`src/rtl/mem_copy_engine_pkg.sv`:
```
// mem_copy_engine_pkg
//   Shared definitions for the block-copy engine: default memory geometry
//   and the FSM state encoding used by the engine and anything that needs
//   to decode its state.
package mem_copy_engine_pkg;

  localparam int unsigned ADDR_W_DEF = 8;
  localparam int unsigned DATA_W_DEF = 16;

  localparam logic [1:0] ST_IDLE  = 2'd0;
  localparam logic [1:0] ST_READ  = 2'd1;
  localparam logic [1:0] ST_WRITE = 2'd2;
  localparam logic [1:0] ST_DONE  = 2'd3;

endpackage

```
`src/rtl/mem_copy_engine.sv`:
```
// mem_copy_engine
//   Copies len words from srcAddr to dstAddr in a single-port data memory,
//   one READ cycle and one WRITE cycle per word, ascending order, while
//   accumulating a modulo-2^DATA_W sum of the words moved.
//
// Ports
//   clk      in   single clock, rising-edge state updates
//   rst_n    in   asynchronous active-low reset
//   start    in   copy request, only looked at in IDLE
//   srcAddr  in   first source word address
//   dstAddr  in   first destination word address
//   len      in   number of words (0 allowed)
//   busy     out  high from the cycle after an accepted start through DONE
//   done     out  one-cycle completion pulse
//   sum      out  sum of the words copied by the last operation
//   memWR    out  memory write strobe (memory commits on falling clk edge)
//   dataAddr out  memory word address
//   inData   out  memory write data
//   outData  in   combinational memory read data
//
// FSM states
//   state    | meaning
//   ---------+----------------------------------------------------------
//   IDLE     | waiting for start; outputs hold their last values
//   READ     | dataAddr = src+idx; read data captured and summed at edge
//   WRITE    | dataAddr = dst+idx; memWR high; idx advances at edge
//   DONE     | done pulse for one cycle, then back to IDLE
module mem_copy_engine
  import mem_copy_engine_pkg::*;
#(
  parameter int ADDR_W = ADDR_W_DEF,
  parameter int DATA_W = DATA_W_DEF
) (
  input  logic              clk,
  input  logic              rst_n,
  input  logic              start,
  input  logic [ADDR_W-1:0] srcAddr,
  input  logic [ADDR_W-1:0] dstAddr,
  input  logic [ADDR_W-1:0] len,
  output logic              busy,
  output logic              done,
  output logic [DATA_W-1:0] sum,
  output logic              memWR,
  output logic [ADDR_W-1:0] dataAddr,
  output logic [DATA_W-1:0] inData,
  input  logic [DATA_W-1:0] outData
);

  localparam logic [ADDR_W-1:0] IDX_ONE = {{(ADDR_W-1){1'b0}}, 1'b1};

  logic [1:0]        state_q, state_d;
  logic [ADDR_W-1:0] src_q,   src_d;
  logic [ADDR_W-1:0] dst_q,   dst_d;
  logic [ADDR_W-1:0] len_q,   len_d;
  logic [ADDR_W-1:0] idx_q,   idx_d;
  logic [ADDR_W-1:0] addr_q,  addr_d;
  logic [DATA_W-1:0] hold_q,  hold_d;
  logic [DATA_W-1:0] sum_q,   sum_d;

  // The memory address is kept in a register loaded one edge early with the
  // address of the state being entered, so it is stable for the whole cycle
  // and simply holds its last value in IDLE/DONE.
  always_comb begin
    state_d = state_q;
    src_d   = src_q;
    dst_d   = dst_q;
    len_d   = len_q;
    idx_d   = idx_q;
    addr_d  = addr_q;
    hold_d  = hold_q;
    sum_d   = sum_q;

    case (state_q)
      ST_IDLE: begin
        if (start) begin
          src_d = srcAddr;
          dst_d = dstAddr;
          len_d = len;
          idx_d = '0;
          sum_d = '0;
          if (len == '0) begin
            state_d = ST_DONE;
          end else begin
            state_d = ST_READ;
            addr_d  = srcAddr;
          end
        end
      end
      ST_READ: begin
        hold_d  = outData;
        sum_d   = sum_q + outData;
        addr_d  = dst_q + idx_q;
        state_d = ST_WRITE;
      end
      ST_WRITE: begin
        idx_d = idx_q + IDX_ONE;
        if (idx_d == len_q) begin
          state_d = ST_DONE;
        end else begin
          state_d = ST_READ;
          addr_d  = src_q + idx_d;
        end
      end
      ST_DONE: begin
        state_d = ST_IDLE;
      end
      default: begin
        state_d = ST_IDLE;
      end
    endcase
  end

  always_ff @(posedge clk or negedge rst_n) begin
    if (!rst_n) begin
      state_q <= ST_IDLE;
      src_q   <= '0;
      dst_q   <= '0;
      len_q   <= '0;
      idx_q   <= '0;
      addr_q  <= '0;
      hold_q  <= '0;
      sum_q   <= '0;
    end else begin
      state_q <= state_d;
      src_q   <= src_d;
      dst_q   <= dst_d;
      len_q   <= len_d;
      idx_q   <= idx_d;
      addr_q  <= addr_d;
      hold_q  <= hold_d;
      sum_q   <= sum_d;
    end
  end

  // Strobes decode only the state register so memWR cannot glitch around
  // the falling edge where the memory commits.
  assign memWR    = (state_q == ST_WRITE);
  assign busy     = (state_q != ST_IDLE);
  assign done     = (state_q == ST_DONE);
  assign sum      = sum_q;
  assign dataAddr = addr_q;
  assign inData   = hold_q;

endmodule

```
`config.mk`:
```
export PLATFORM = sky130hd
export DESIGN_NAME = mem_copy_engine
export DESIGN_NICKNAME = d
export VERILOG_FILES = /design/src/rtl/mem_copy_engine_pkg.sv /design/src/rtl/mem_copy_engine.sv
export SDC_FILE = /design/constraint.sdc
export NUM_CORES = 1
export LEC_CHECK = 0
export CORE_UTILIZATION = 35
export DETAILED_ROUTE_END_ITERATION = 16
export GPL_ROUTABILITY_DRIVEN = 0
export GPL_TIMING_DRIVEN = 0
export SLEW_MARGIN = 5
export SYNTH_ARGS = -nofsm -noshare
export SYNTH_HDL_FRONTEND = slang
export SYNTH_SLANG_ARGS = --single-unit
```
`constraint.sdc`:
```
create_clock -name clk -period 3.45 [get_ports clk]
set_input_delay 0.69 -clock clk [delete_from_list [all_inputs] [get_ports clk]]
set_output_delay 0.69 -clock clk [all_outputs]
set_load 0.01 [all_outputs]
```
# Word level (Yosys, flattened, before mapping)
# Cells that the tools add are included.
# op_classes
eq_ne	7
muxes	12
n_addsub	4
reduce_logical	10
# ops
cell	n
2-to-1 mux 8 bit	4
case mux 16 bit (2 select lines)	1
case mux 8 bit (3 select lines)	1
adder 16 bit	1
adder 8 bit	2
2-to-1 mux 16 bit	1
case mux 8 bit (2 select lines)	1
adder 8 x 1 -> 8 bit, second input constant	1
equality test 8 bit	1
zero test 8 bit	1
case mux 2 bit (4 select lines)	1
2-to-1 mux 2 bit	3
inequality test 2 bit, second input constant	3
AND reduction 2 bit	3
nonzero test 2 bit	3
equality test 2 bit, second input constant	2
AND reduction 4 bit	1
nonzero test 3 bit	1
equality test 2 x 1 -> 1 bit, second input constant	1
zero test 2 bit	1
# totals
register_bits	74

# Depth between registers and ports, before layout
# logic_depth
word_depth	4
depth_mapped	12

# Worst setup path before layout
# Ideal clock, no wire load.
# synth_path
path_type	input port to flip-flop
from	in outData[0]
to	reg sum_q[14] (netlist: sum[14])
slack_ps	672
cell_stages	9
required_ps	3317
arrival_time_ps	2645
path_cell_list	ha_1 fa_1 a21o_1 a21oi_1 o21ai_0 a211o_1 a311o_1 xnor2_1 o21ai_0
# synth_via
elab_chain_cells	2
# synth_lines
item	line	rtl
start: declaration	mem_copy_engine.sv:46	input logic [DATA_W-1:0] outData
adder 16 bit	mem_copy_engine.sv:91	sum_d = sum_q + outData;
case mux 16 bit (2 select lines)	mem_copy_engine.sv:73	case (state_q)
end signal: assignment	mem_copy_engine.sv:131	sum_q <= sum_d;
end: declaration	mem_copy_engine.sv:58	logic [DATA_W-1:0] sum_q, sum_d;
# No other way between the ends.
# A chain may end at the register's enable or synchronous reset.

# Final worst setup path
# Ends and elaborated chain as after synthesis.

==> summary.json <==
{
  "worstPathMaxFanout": {"value": 3},
  "timing.critical_path.from": {"value": "outData[0]"},
  "post-dp-hpwl": {"value": 9.06, "unit": "mm"},
  "vias_per_cell": {"value": 5.23},
  "synth_largest_type_area_fraction": {"value": 39.8, "unit": "%"},
  "drc": {"value": 0},
  "final_instance_area": {"value": 0.00606, "unit": "mm²"},
  "total_power_of_the_final_layout": {"value": 6.06, "unit": "mW"},
  "post_synth_main_area_contributors": {"value": "sky130_fd_sc_hd__dfrtp_1, sky130_fd_sc_hd__mux2_2, sky130_fd_sc_hd__ha_1, sky130_fd_sc_hd__o21ai_0, sky130_fd_sc_hd__xnor2_1"},
  "grt_first_pass_wirelength": {"value": 18.9, "unit": "mm"},
  "post_cts_resized": {"value": 0},
  "dpl.cell_count": {"value": 702},
  "n_fill_cell": {"value": 1171},
  "dpl-instance-area": {"value": 0.00574, "unit": "mm²"},
  "syn2layout_area_growth": {"value": 30.4, "unit": "%"},
  "final-instance-count-excl-fill": {"value": 718},
  "grt_start_max_net_pins": {"value": 56},
  "detailroute.wirelength.met3": {"value": 548, "unit": "µm"},
  "cp-start-kind": {"value": "input port"},
  "final_antenna_net_count": {"value": 0},
  "die_area": {"value": 0.0137, "unit": "mm²"},
  "synth_enable_flop_cells": {"value": 0},
  "r2r_setup_slack": {"value": 0.34, "unit": "ns"},
  "ys_ff_latch": {"value": 74},
  "power.share.clock": {"value": 16.9, "unit": "%"},
  "placeable_core_area": {"value": 0.0128, "unit": "mm²"},
  "worst_slew_margin_relative_to_its_limit": {"value": 53.8, "unit": "%"},
  "detailedRoute.firstIterationViolations": {"value": 202},
  "final.period_utilization": {"value": 94.2, "unit": "%"},
  "clock_edge_transition_at_the_registers_on_the_reported_setup_and_hold_paths": {"value": 0.06, "unit": "ns"},
  "startpoint_of_the_worst_slack_reg_to_reg_timing_path": {"value": "idx_q[1]$_DFFE_PN0P_"},
  "worst_clk_skew": {"value": 0.00724, "unit": "ns"},
  "holdWs": {"value": 0.225, "unit": "ns"},
  "cts_hold_repair.buffers": {"value": 0},
  "final-setup-viol-count": {"value": 0},
  "finalMaxSlewViolations": {"value": 0},
  "final_layout_size_suffix_gt1_share": {"value": 15.9, "unit": "%"},
  "global_route.overflow_total": {"value": 0},
  "power.leakage": {"value": 2.60, "unit": "nW"},
  "setup.worst_path.class": {"value": "in2reg"},
  "crit_path_end_kind": {"value": "flop"},
  "timing.critical_path.required": {"value": 3.70, "unit": "ns"},
  "cts_buffers": {"value": 9},
  "synth_largest_area_cell": {"value": "sky130_fd_sc_hd__dfrtp_1"},
  "layout_min_cycle_time": {"value": 3.25, "unit": "ns"},
  "cts_tree": {"value": "done"},
  "rows": {"value": 41},
  "num_io_pins": {"value": 86},
  "num-nets-final": {"value": 621},
  "initial_antenna_violation_count": {"value": 0},
  "report.final.hold_viol_count": {"value": 0},
  "detailed_router_iteration_count_before_antenna_repair": {"value": 5},
  "power.ir.vdd_worst": {"value": 0.323, "unit": "mV"},
  "synth.cell_area": {"value": 0.00465, "unit": "mm²"},
  "synth_fp_nets": {"value": 524},
  "clock_tree.htree_level_count": {"value": 3},
  "yosys.cell_count.top_type": {"value": "sky130_fd_sc_hd__dfrtp_1"},
  "dr_wl_met2": {"value": 5.69, "unit": "mm"},
  "synth.lib_cells_used.distinct": {"value": 63},
  "asyncSetResetFlopFracSynth": {"value": 100, "unit": "%"},
  "grt_usage": {"value": 18.6, "unit": "%"},
  "place_ws": {"value": -0.0882, "unit": "ns"},
  "synth-warning-count": {"value": 0},
  "routed.top_layer": {"value": "met4"},
  "power_switching": {"value": 2.35, "unit": "mW"},
  "post-route-util": {"value": 47.4, "unit": "%"},
  "synthesized_area_divided_by_synthesized_cell_count": {"value": 10.5, "unit": "µm²"},
  "cts.sink_count": {"value": 74},
  "rsz0062_at_grt": {"value": "no"},
  "status": {"value": "finished clean"},
  "internal-power": {"value": 3.71, "unit": "mW"},
  "switching_share": {"value": 38.8, "unit": "%"},
  "max_slew.worst_pin.slew": {"value": 0.693, "unit": "ns"},
  "synth_cells": {"value": 444},
  "crit_path_dat": {"value": 3.50, "unit": "ns"},
  "fin_tns_setup": {"value": 0, "unit": "ns"},
  "cts.repair_timing.setup_buffer_count": {"value": 0},
  "place.port_buffers": {"value": 85},
  "wire_length_per_cell_after_detailed_routing": {"value": 16.7, "unit": "µm"},
  "die_y_extent": {"value": 117, "unit": "µm"},
  "via_count": {"value": 3753},
  "hold_class": {"value": "in2async"},
  "grt_pass1_vias": {"value": 3653},
  "antenna-diode-count": {"value": 0},
  "synth_sequential_area_ratio": {"value": 39.8, "unit": "%"},
  "floorplan.die.width": {"value": 117, "unit": "µm"},
  "clock-root-buffer": {"value": "sky130_fd_sc_hd__clkbuf_16"},
  "cts-root-to-sink-buffers": {"value": 2},
  "share_of_total_power_in_sequential_cells": {"value": 26.6, "unit": "%"},
  "maxClockFrequency": {"value": 308, "unit": "MHz"},
  "power_density": {"value": 1000, "unit": "mW/mm²"},
  "maxCapViolations": {"value": 0},
  "final.setup.worst_slack": {"value": 0.200, "unit": "ns"},
  "route.final.wire_length": {"value": 12.0, "unit": "mm"},
  "wl_met1": {"value": 5.47, "unit": "mm"},
  "yosys_most_used_dff": {"value": "sky130_fd_sc_hd__dfrtp_1"},
  "combinational_cell_fraction_of_total_power": {"value": 56.5, "unit": "%"},
  "insertion_delay": {"value": 0.34, "unit": "ns"},
  "synth_commonest_cells": {"value": "sky130_fd_sc_hd__dfrtp_1, sky130_fd_sc_hd__mux2_2, sky130_fd_sc_hd__nand2_1, sky130_fd_sc_hd__ha_1, sky130_fd_sc_hd__o21ai_0"},
  "start_util": {"value": 36.4, "unit": "%"}
}
-- critical path: stages --
cell and delay [ns]:
sky130_fd_sc_hd__clkdlybuf4s50_1 0.45, sky130_fd_sc_hd__ha_1 0.23, sky130_fd_sc_hd__fa_1 0.42, sky130_fd_sc_hd__a21o_1 0.18, sky130_fd_sc_hd__a21oi_1 0.25, sky130_fd_sc_hd__o21ai_0 0.25
sky130_fd_sc_hd__a211o_1 0.37, sky130_fd_sc_hd__a311o_1 0.38, sky130_fd_sc_hd__xnor2_1 0.13, sky130_fd_sc_hd__o21ai_0 0.17
-- cell usage in the layout, fill, tap and decap left out, drive strengths merged, types with 5 or more instances in the layout --
cell type	instances
buf	10
dfrtp	74
mux2	50
xnor2	19
nor2	28
clkdlybuf4s50	84
a21oi	20
inv	16
clkbuf	17
nand2	37
a21o	6
xor2	15
o21ai	33
nor2b	5
ha	34
nand3	9
a211oi	5
nor3	6
-- registers in the layout (all words and copies together) (netlist names) --
| name | count |
|---|---|
| dataAddr | 8 |
| src_q | 8 |
| idx_q | 8 |
| state_q | 2 |
| dst_q | 8 |
| sum | 16 |
| inData | 16 |
| len_q | 8 |
-- cells by family after synthesis --
kind of cell / after synthesis / synth area share [%]
AOI/OAI and AO/OA: 106 / 14.9
xor gates and xnor gates: 35 / 7.08
adders and majority gates: 37 / 10.4
buffers and inverters: 30 / 2.93
DFF: 74 / 39.8
muxes: 53 / 13.4
and+or+nand+nor: 109 / 11.5
-- per-layer routing --
| metal | up-vias | GRT usage (%) |
|---|---|---|
| met5 | - | 0 |
| met4 | 0 | 9.03 |
| met3 | 17 | 2.88 |
| met2 | 103 | 30.3 |
| met1 | 1836 | 24.0 |
| li1 | 1797 | - |
-- final cells by class --
| cell class | instances | area (µm²) | share of cell area, % |
|---|---|---|---|
| Tap cell | 172 | 215 | 3.55 |
| Inverter | 16 | 60.1 | 0.991 |
| Multi-Input combinational cell | 340 | 2660 | 43.9 |
| Sequential cell | 74 | 1850 | 30.6 |
| Timing Repair Buffer | 86 | 876 | 14.5 |
| Clock buffer | 11 | 243 | 4.00 |
| Clock inverter | 5 | 77.6 | 1.28 |
| Buffer | 14 | 76.3 | 1.26 |
-- power by group through the flow --
stage               registers (mW)  logic, mW  clock network (mW)
CTS                           1.62       3.45                1.05
floorplan                     1.66       2.20                   0
global route                  1.68       3.77                1.08
global placement              1.61       3.34                   0
detailed placement            1.63       3.42                   0
finish                        1.61       3.43                1.02
-- path summary, 6_finish.rpt --
path,endpoint,cells past startpoint
setup / recovery,sum[14]$_DFFE_PN0P_,10
hold / removal,inData[12]$_DFFE_PN0P_,1
setup reg to reg,dataAddr[7]$_DFFE_PN0P_,10
hold reg to reg,inData[2]$_DFFE_PN0P_,1
max in group asynchronous,src_q[4]$_DFFE_PN0P_,2
min in group clk,inData[2]$_DFFE_PN0P_,1
No activity file was read; power rests on OpenSTA's default activity.
==> RTL change 1: new RTL, same settings <==
Take the reset off `addr_q`, `hold_q` and `sum_q` and load them in a clocked block of their own.
--- a/src/rtl/mem_copy_engine.sv
+++ b/src/rtl/mem_copy_engine.sv
@@ -117,19 +117,19 @@
       dst_q   <= '0;
       len_q   <= '0;
       idx_q   <= '0;
-      addr_q  <= '0;
-      hold_q  <= '0;
-      sum_q   <= '0;
     end else begin
       state_q <= state_d;
       src_q   <= src_d;
       dst_q   <= dst_d;
       len_q   <= len_d;
       idx_q   <= idx_d;
-      addr_q  <= addr_d;
-      hold_q  <= hold_d;
-      sum_q   <= sum_d;
     end
+  end
+
+  always_ff @(posedge clk) begin
+    addr_q <= addr_d;
+    hold_q <= hold_d;
+    sum_q  <= sum_d;
   end
 
   // Strobes decode only the state register so memWR cannot glitch around
Formal check against the unedited RTL: not equivalent (Yosys sat finds a counterexample within 4 cycles, from zero or initial values and one cycle with rst_n low).
==> RTL change 1 against the original RTL <==
Setup slack better by 0.058 ns. Design area down 4.5%. Synthesized area down 4.8%. Routed wire length down 14%. Hold slack better by 0.22 ns. Sequential cell count unchanged. First-iteration DRC count down 35%. Sequential share of layout area up 4.9 points. Highest routed layer unchanged.
Power is not compared: it rests on default switching activity, and its combinational part moved more than twofold at a synthesized area within 25%.
==> RTL change 1: results (changes against the original RTL) <==
outcome: "completed"  # unchanged
synth_xor_xnor_area_share_pct: 6.47  # was 7.08%
clock_skew_ns: 0.00923  # was 0.00724 ns
clk_pin_slew_ns: 0.06  # about the same
internal-power_w: 0.00167
synth_ff_type: "edfxtp_1"  # was dfrtp_1
clock_net_power_w: 0.000920
p_leak_nw: 2.43
dp_slack_ns: 0.101  # was -0.0882 ns
synth_nets: 488  # was 524
r2r_cells: 8  # was 10
vias: 3438  # was 3753
grt_usage_pct: 17.1  # was 18.6%
clk_latency_ns: 0.34  # about the same
slew_headroom_pct: 38.7  # was 53.8%
hold_path.class: "primary input to async pin"  # unchanged
p_comb_share_pct: 13.7
grt_pass1_wl_um: 17100  # was 18900 µm
ctsLongestPathBuffers: 2  # unchanged
grt_pass1_vias: 3427  # was 3653
fin_util_pct: 47.6  # was 47.4%
path_delay_family: "simple AND/OR/NAND/NOR gates"  # was compound AO/OA/AOI/OAI gates
synthAdderAreaFrac_pct: 11.0  # was 10.4%
synthTopCellsByArea: "edfxtp_1 27%, dfrtp_1 19%, ha_1 9.6%"  # was dfrtp_1 40%, mux2_2 10%, ha_1 9.1%
max_stage_delay_ns: 0.73  # was 0.45 ns
maxSlewViolCount: 0  # unchanged
critPathArrivalTime_ns: 3.15  # was 3.50 ns
postPlaceCellArea_um2: 5500  # was 5740 µm²
slowest_stage: "nor2_1"  # was clkdlybuf4s50_1
r2r_start: "state_q[0]"  # was idx_q[1]
grt_max_degree: 35  # was 56
synth-async-reset-ratio_pct: 45.9  # was 100%
muxShareOfSynthArea_pct: 7.49  # was 13.4%
htree_num_levels: 3  # unchanged
use_met3_pct: 3.44  # was 2.88%
layout-drive-gt1-share_pct: 9.80  # was 15.9%
fillCellCount: 1125  # was 1171
cp_max_fo: 10  # was 3
fin_hold_ws_ns: 0.445  # was 0.225 ns
synth-compound-area-share_pct: 13.2  # was 14.9%
r2r_slack_ns: 0.26  # was 0.34 ns
use_met2_pct: 29.9  # was 30.3%
yosysSeqAreaShare_pct: 46.3  # was 39.8%
post_drt_wl_per_cell_um: 15.3  # was 16.7 µm
synth_edf_count: 40  # was 0
cts_made_buffers: 9  # unchanged
yosysWarnings: 0  # unchanged
synth_common_cells: "40 x edfxtp_1, 34 x dfrtp_1, 34 x ha_1"  # was 74 x dfrtp_1, 42 x mux2_2, 36 x nand2_1
r2r_end: "dataAddr[0]"  # was dataAddr[7]
nNetsFinal: 585  # was 621
hpwlAfterDp_um: 7980  # was 9060 µm
drtIter0Drc: 131  # was 202
use_met1_pct: 20.5  # was 24.0%
io_buffers: 85  # unchanged
antenna_found_initial: 0  # unchanged
firstDrtPassIters: 4  # was 5
ys_types: 52  # was 63
cts_root_buf: "clkbuf_16"  # unchanged
-- RTL change 1: cell types whose count changed in the layout (fill, tap and decap cells not counted), sizes merged, moves of 5 or more --
cell    unedited run  this run
nor2              28        33
clkbuf            17        22
dfrtp             74        34
edfxtp             0        40
buf               10         5
o21ai             33        20
mux2              50        25
nor3               6        12
a21o               6        11
nand2             37        26
-- RTL change 1: cells by family (layout without fill, tap and decap cells) --
group / after synthesis / count (layout)
DFF: 74 / 74
xor gates and xnor gates: 31 / 31
adders and majority gates: 37 / 37
muxes: 30 / 30
AOI/OAI and AO/OA: 91 / 91
and+or+nand+nor: 113 / 113
buffers and inverters: 32 / 134
-- RTL change 1: layout make-up --
type	instances	area share, %
flip-flops and latches	74	35.4
clock buffers	11	4.02
well taps	168	3.63
inverters	18	1.17
plain buffers	14	0.951
clock inverters	5	0.951
multi-input cells	302	39.0
repair buffers	86	14.9
-- RTL change 1: metrics by stage --
stage | cells | power (W) | setup TNS, ns
after global placement | 661 | 0.00128 | -13.07
after CTS | 678 | 0.00221 | 0
final | 678 | 0.00219 | 0
after detailed placement | 662 | 0.00128 | 0
after floorplan | 408 | 0.00114 | 0
after global routing | 678 | 0.00228 | 0
-- RTL change 1: per-layer routing --
metal	up-vias	part of all wire [%]
li1	1688	-
met5	-	0
met1	1658	44
met4	0	1.1
met2	86	50
met3	6	4.9
-- RTL change 1: worst max-delay path by stage --
stage | startpoint | to | slack, ns | depth (start not counted)
2_1_floorplan | state_q[1] | sum[0] | 0.46 | 5
3_3_place_gp | state_q[1] | sum[14] | -0.82 | 5
3_5_place_dp | start | dataAddr[1] | 0.10 | 6
4_1_cts | state_q[0] | dataAddr[0] | 0.26 | 8
5_1_grt | state_q[0] | dataAddr[1] | 0.008 | 8
6_report | state_q[0] | dataAddr[0] | 0.26 | 8
==> RTL change 2: new RTL, same flow settings <==
Made on the original files. Change the package constant `ADDR_W_DEF` from 8 to 9.
--- a/src/rtl/mem_copy_engine_pkg.sv
+++ b/src/rtl/mem_copy_engine_pkg.sv
@@ -4,7 +4,7 @@
 //   to decode its state.
 package mem_copy_engine_pkg;
 
-  localparam int unsigned ADDR_W_DEF = 8;
+  localparam int unsigned ADDR_W_DEF = 9;
   localparam int unsigned DATA_W_DEF = 16;
 
   localparam logic [1:0] ST_IDLE  = 2'd0;
Interface: changed (resized dataAddr, dstAddr, len and srcAddr); port bits go from 86 to 90. No check against the original RTL was run, so the function may have changed too.
==> RTL change 2 against the original RTL <==
Hold slack better by 0.048 ns. Power up 1.6%. Clock skew down 0.0011 ns. Sequential cell count up 5. Routed wire length up 6.9%. Synthesized area up 8.9%. First-iteration DRC count down 49%. Setup slack better by 0.030 ns. Design area up 7.8%. Register-to-register slack worse by 0.11 ns. Combinational power about the same.
==> RTL change 2: results (changes against the original RTL) <==
synthAdderAreaFrac_pct: 10.1  # was 10.4%
r2r_start: "idx_q[0]"  # was idx_q[1]
finalNonFillerCells: 778  # was 718
max_freq_ghz: 0.310  # was 0.308 GHz
inv_count: 19  # was 16
outcome: "completed"  # unchanged
detail_route.vias_per_cell: 5.29  # was 5.23
routedLengthMet1_um: 5650  # was 5470 µm
synth-compound-area-share_pct: 16.5  # was 14.9%
nNetsFinal: 678  # was 621
tap_cells: 180  # was 172
ys_types: 66  # was 63
drtIter0Drc: 103  # was 202
r2r_slack_ns: 0.23  # was 0.34 ns
buffer_area_share_pct: 16.2  # was 15.7%
synth_xor_xnor_area_share_pct: 6.92  # was 7.08%
multi_input_area_um2: 2880  # was 2660 µm²
fin_hold_ws_ns: 0.272  # was 0.225 ns
vdd_ir_drop_max_mv: 0.431  # was 0.323 mV
drt_wl_total_um: 12800  # was 12000 µm
use_met3_pct: 6.09  # was 2.88%
design_area_um2: 6530  # was 6060 µm²
p_leak_nw: 2.80  # was 2.60 nW
layout-drive-gt1-share_pct: 14.7  # was 15.9%
clock_buffers: 10  # was 11
grt_max_degree: 52  # was 56
r2r_cells: 12  # was 10
firstDrtPassIters: 7  # was 5
wl_met3_um: 677  # was 548 µm
muxShareOfSynthArea_pct: 10.9  # was 13.4%
use_met2_pct: 30.3  # about the same
grt_pass1_vias: 4085  # was 3653
synth_nets: 577  # was 524
dp_slack_ns: -0.406  # was -0.0882 ns
grt_pass1_wl_um: 20800  # was 18900 µm
[RTL change 2: changes by cell type in the layout (fill, tap and decap cells not counted), sizes merged, moves of 5 or more]
cell,delta
a21oi,+6
buf,+5
dfrtp,+5
mux2,-6
nand2,+5
o31ai,+6
xnor2,+6
[RTL change 2: worst max-delay path, stage by stage (launching register included)]
cell and delay, ns:
dfrtp_2 0.48, ha_1 0.29, and3_1 0.22, buf_6 0.14, xnor2_1 0.27, ha_1 0.36, nand3_1 0.12, o211ai_1 0.13
o21ai_1 0.21, a21oi_1 0.11, xor2_1 0.14, a311o_1 0.37, mux2_4 0.28
[RTL change 2: power breakdown]
part           total, W  internal (W)  switching [W]
Sequential      0.00169       0.00137       0.000319
Combinational   0.00343       0.00170        0.00173
Clock           0.00104      0.000650       0.000390
Total           0.00616       0.00373        0.00244
[RTL change 2: cells by family after synthesis]
logic type	after synthesis
flops	79
buf+inv	40
xor+xnor	40
simple gates	124
mux	49
compound gates	121
fa+ha+maj	39
